### src/rtl/qcl_lane_piso_pkg.sv
`default_nettype none
// ============================================================================
//  Module      : qcl_lane_piso_pkg
//  Description : Shared helpers for the QCL lane PISO. Holds the element
//                index mapping used to build the ordered view of the
//                parallel input array.
//  Revision    : 1.0  initial release
// ============================================================================
package qcl_lane_piso_pkg;

    // Maps ordered element j to its position in the packed input array.
    // With reversal selected, the array is read back to front so that
    // element 0 reaches the output head first.
    function automatic int unsigned qcl_src_index(
        input int unsigned j,
        input int unsigned els,
        input bit          rev
    );
        return rev ? (els - 1 - j) : j;
    endfunction

endpackage : qcl_lane_piso_pkg
`default_nettype wire

### src/rtl/qcl_lane_piso_lane.sv
`default_nettype none
// ============================================================================
//  Module      : qcl_piso_lane
//  Description : One transposed shift lane: an ELS_P-bit register with
//                synchronous active-low clear, parallel load and left shift
//                (zero fill). The MSB is the lane's serial output bit.
//  Ports       : clk_i      - clock, rising edge
//                reset_n_i  - synchronous active-low clear
//                load_i     - capture data_i (wins over shift_i)
//                shift_i    - shift left by one, fill bit 0 with 0
//                data_i     - parallel lane contents
//                data_o     - lane MSB, driven from the register
//  Revision    : 1.0  initial release
// ============================================================================
module qcl_piso_lane #(
    parameter int unsigned ELS_P = 4
) (
    input  logic             clk_i,
    input  logic             reset_n_i,
    input  logic             load_i,
    input  logic             shift_i,
    input  logic [ELS_P-1:0] data_i,
    output logic             data_o
);

    logic [ELS_P-1:0] r_lane;

    always_ff @(posedge clk_i) begin
        if (!reset_n_i) begin
            r_lane <= '0;
        end else if (load_i) begin
            r_lane <= data_i;
        end else if (shift_i) begin
            r_lane <= {r_lane[ELS_P-2:0], 1'b0};
        end
    end

    assign data_o = r_lane[ELS_P-1];

endmodule : qcl_piso_lane
`default_nettype wire

### src/rtl/qcl_lane_piso.sv
`default_nettype none
// ============================================================================
//  Module      : qcl_lane_piso
//  Description : Parallel-in, serial-out shifter. Loads els_p elements of
//                width_p bits in one cycle and presents one element per
//                shift on data_o. Storage is transposed: one els_p-bit shift
//                lane per output bit. No handshake; the consumer pulses
//                shift_i per element taken.
//  Ports       : clk_i      - clock, rising edge
//                reset_n_i  - synchronous active-low reset, clears lanes
//                load_i     - capture data_i (priority over shift_i)
//                shift_i    - advance to the next element
//                data_i     - packed array, element j at [j*width_p +: width_p]
//                data_o     - current head element, registered
//  Revision    : 1.0  initial release
// ============================================================================
module qcl_lane_piso
    import qcl_lane_piso_pkg::*;
#(
    parameter int unsigned width_p    = 8,
    parameter int unsigned els_p      = 4,
    parameter int unsigned hi_to_lo_p = 0
) (
    input  logic                       clk_i,
    input  logic                       reset_n_i,
    input  logic                       load_i,
    input  logic                       shift_i,
    input  logic [els_p*width_p-1:0]   data_i,
    output logic [width_p-1:0]         data_o
);

    // A single-element "shifter" has no serial order to speak of and would
    // also collapse the lane shift slice; refuse it outright.
    if (els_p <= 1) begin : g_bad_els
        $fatal(1, "qcl_lane_piso: els_p must be greater than 1");
    end

    // Ordered view of the input array (optionally reversed).
    logic [els_p-1:0][width_p-1:0] w_ordered;
    // Transposed view: lane i bit j = bit i of ordered element j.
    logic [width_p-1:0][els_p-1:0] w_lane_in;

    for (genvar j = 0; j < els_p; j++) begin : g_order
        localparam int unsigned c_SRC = qcl_src_index(j, els_p, hi_to_lo_p != 0);
        assign w_ordered[j] = data_i[c_SRC*width_p +: width_p];
    end

    for (genvar i = 0; i < width_p; i++) begin : g_lane
        for (genvar j = 0; j < els_p; j++) begin : g_bit
            assign w_lane_in[i][j] = w_ordered[j][i];
        end

        // Lane MSB holds ordered element els_p-1, so the head of the stream
        // is the last ordered element and shifting left walks down from it.
        qcl_piso_lane #(
            .ELS_P (els_p)
        ) u_lane (
            .clk_i     (clk_i),
            .reset_n_i (reset_n_i),
            .load_i    (load_i),
            .shift_i   (shift_i),
            .data_i    (w_lane_in[i]),
            .data_o    (data_o[i])
        );
    end

endmodule : qcl_lane_piso
`default_nettype wire

### config.mk
export PLATFORM = sky130hd
export DESIGN_NAME = qcl_lane_piso
export DESIGN_NICKNAME = d
export VERILOG_FILES = /design/src/rtl/qcl_lane_piso_pkg.sv /design/src/rtl/qcl_lane_piso_lane.sv /design/src/rtl/qcl_lane_piso.sv
export SDC_FILE = /design/constraint.sdc
export NUM_CORES = 1
export LEC_CHECK = 0
export BUFFER_PORTS_ARGS = -buffer_cell sky130_fd_sc_hd__buf_2
export CAP_MARGIN = 20
export CORE_MARGIN = 4
export CORE_UTILIZATION = 54
export DETAILED_ROUTE_END_ITERATION = 10
export HOLD_SLACK_MARGIN = 0.02
export PLACE_DENSITY = 0.8
export SYNTH_ARGS = -nofsm -noshare
export SYNTH_HDL_FRONTEND = slang
export SYNTH_HIERARCHICAL = 1
export SYNTH_SLANG_ARGS = --single-unit
### constraint.sdc
create_clock -name clk_i -period 2.8 [get_ports clk_i]
set_clock_uncertainty 0.15 [all_clocks]
set_input_delay 0.14 -clock clk_i [delete_from_list [all_inputs] [get_ports clk_i]]
set_output_delay 0.14 -clock clk_i [all_outputs]
set_load 0.02 [all_outputs]
==> out/metrics.cfg <==
[clock_network]
clkTransAtPathRegs_ns=0.09
ctsResizeCount=0
clkSinkCount=32
cts_root_buf=clkbuf_4
ctsHoldBuffers=32
clk_path_buf_depth=2
cts_setup_buffers=0
htreeDepth=2
numCtsBuffers=5
clk_latency_ns=0.32
cts_tree=done

[critical_path]
crit_path_start_kind=input port
crit_arrival_ns=1.25
worstSetupPathType=input port to flip-flop
crit_required_ns=2.87
path_cells=buf_2 > mux2_2 > o211a_1
slowest_delay_ns=0.48
cp_max_fo=32
rrSetupSlack_ns=1.72
slowest_stage=buf_2
rr_worst_depth=2
r2r_end=g_lane[3].u_lane/r_lane[0]
end_kind=flip-flop
worstReg2RegStart=g_lane[3].u_lane/r_lane[0]

[placed_design]
port_buffers=43
gp_congestion=0.6654
hpwl_um=1852
dpl_cell_area_um2=1744

[logic_synthesis]
synth-compound-area-share_pct=20.13
syn-num-nets=164
ys_types=7
synth-simple-area-share_pct=18.79
yosys.area_share.adder_pct=0
syn_inst=128
synth.area.mux_share_pct=18.12
ys_seq_area_share_pct=42.95
synth_top_family_by_area=compound AO/OA/AOI/OAI gates
synthesis.area_um2=1491
postSynthAreaPerCell_um2=11.65
synth_warnings=6
ys_ff_latch=32
synth-xor-area-share_pct=0

[drt]
drt_wl_total_um=3247
ant_nets=0
drtPass1Iterations=4
drc=0
wl_per_cell_um=13.53
via_per_inst=5.113
drtIter0Drc=60
vias=1227

[cells_and_area]
largest_registers=g_lane.u_lane/r_lane: 32 flops
area_growth_pct=41.53
top_register=g_lane.u_lane/r_lane
drive_gt1_share_pct=34.76
final_area_um2=2111
antenna_cells=0
nNetsFinal=246
fin_util_pct=82.94
largest_register_ffs=32

[power]
powerDensity_nw_per_um2=433.0
leakage_nw=1.127
ir_drop_uv=348.8

[sta]
drv_slew=0
tns_ns=0
setup_viol=0
fin_hold_ws_ns=0.1596
layout_min_cycle_time_ns=1.182
hold_viol=0
fmax_mhz=846.3
slew_headroom_pct=41.69
rsz0062_at_grt=false
post-route-period-util_pct=42.20
worstMarginPinSlew_ns=0.8747

[worst_hold_path]
hold_path.class=input port to flip-flop
worstHoldStart=reset_n_i
holdPathStages=2
hold_end=g_lane[6].u_lane/r_lane[1]

[global_route]
antenna_found_initial=0
use_met3_pct=8.511
grt_pass1_wl_um=5361
grtUsageTotal_pct=20.16
use_met2_pct=36.11
grt_start_max_net_pins=65
met1_usage_pct=21.94
grt_pass1_vias=1230
globalRoute.busiestLayer=met2
grt_overflow=0

[die]
rows=18
dieWidth_um=60.56
start_util_pct=58.60
die_h_um=60.56
core_area_um2=2545
die-area_um2=3667
io_pins=44

[run]
cap_violations=0

[run_status]
status=complete, no violations

## cells by family after synthesis
kind of cell       after synthesis
DFF                             32
and+or+nand+nor                 40
muxes                           24
AOI/OAI and AO/OA               32
## worst max-delay path: cells and delay by family
kind	cells	cell delay, ns
compound gates	1	0.21
buf+inv	1	0.48
mux	1	0.41
## cell usage in the layout (no fill, tap or decap)
cell            n
clkinv_2        1
a21boi_1        8
dfxtp_1        32
or3b_1          8
buf_2          43
mux2_2         24
or2b_1         24
dlygate4sd3_1  32
clkbuf_1        1
clkbuf_4        5
o211a_1        24
nand2_1         8
## cells in the mapped netlist
library cell | number | share of area (%)
nand2_1 | 8 | 2.0
or2b_1 | 24 | 12
a21boi_1 | 8 | 4.0
dfxtp_1 | 32 | 43
o211a_1 | 24 | 16
or3b_1 | 8 | 4.7
mux2_2 | 24 | 18
## layout make-up
cell class	count	area, µm²
well taps	30	37.54
clock inverters	1	5.005
repair buffers	75	535.5
clock buffers	6	41.29
flip-flops and latches	32	640.6
multi-input cells	96	850.8
fillers	161	434.2
## power by group
part | internal (W) | switching (W) | total (W)
Clock | 0.0000923 | 0.000141 | 0.000233
Combinational | 0.000111 | 0.0000709 | 0.000182
Sequential | 0.000485 | 0.0000131 | 0.000498
Total | 0.000689 | 0.000225 | 0.000914
## stage by stage
stage	power, W	std cells	setup WS (ns)
after global routing	0.0009714	240	1.513
after detailed placement	0.0006566	201	1.263
after CTS	0.0009255	240	1.608
after global placement	0.0006471	201	1.317
final	0.0009139	240	1.618
after floorplan	0.0005904	128	1.724
## worst max-delay path by stage
stage | start | endpoint | cells past startpoint
after floorplan | g_lane[0].u_lane/r_lane[3] | g_lane[0].u_lane/r_lane[3] | 2
after global placement | shift_i | g_lane[5].u_lane/r_lane[2] | 3
after detailed placement | shift_i | g_lane[6].u_lane/r_lane[2] | 3
after CTS | shift_i | g_lane[6].u_lane/r_lane[2] | 3
after global routing | load_i | g_lane[7].u_lane/r_lane[3] | 3
final | shift_i | g_lane[6].u_lane/r_lane[2] | 3
## per-layer routing
metal / vias up / share of wire [%]
met5: - / 0
met4: 0 / 0.92
met3: 6 / 5.9
met2: 32 / 53
met1: 549 / 40
li1: 640 / -
No activity file was read; power rests on OpenSTA's default activity.
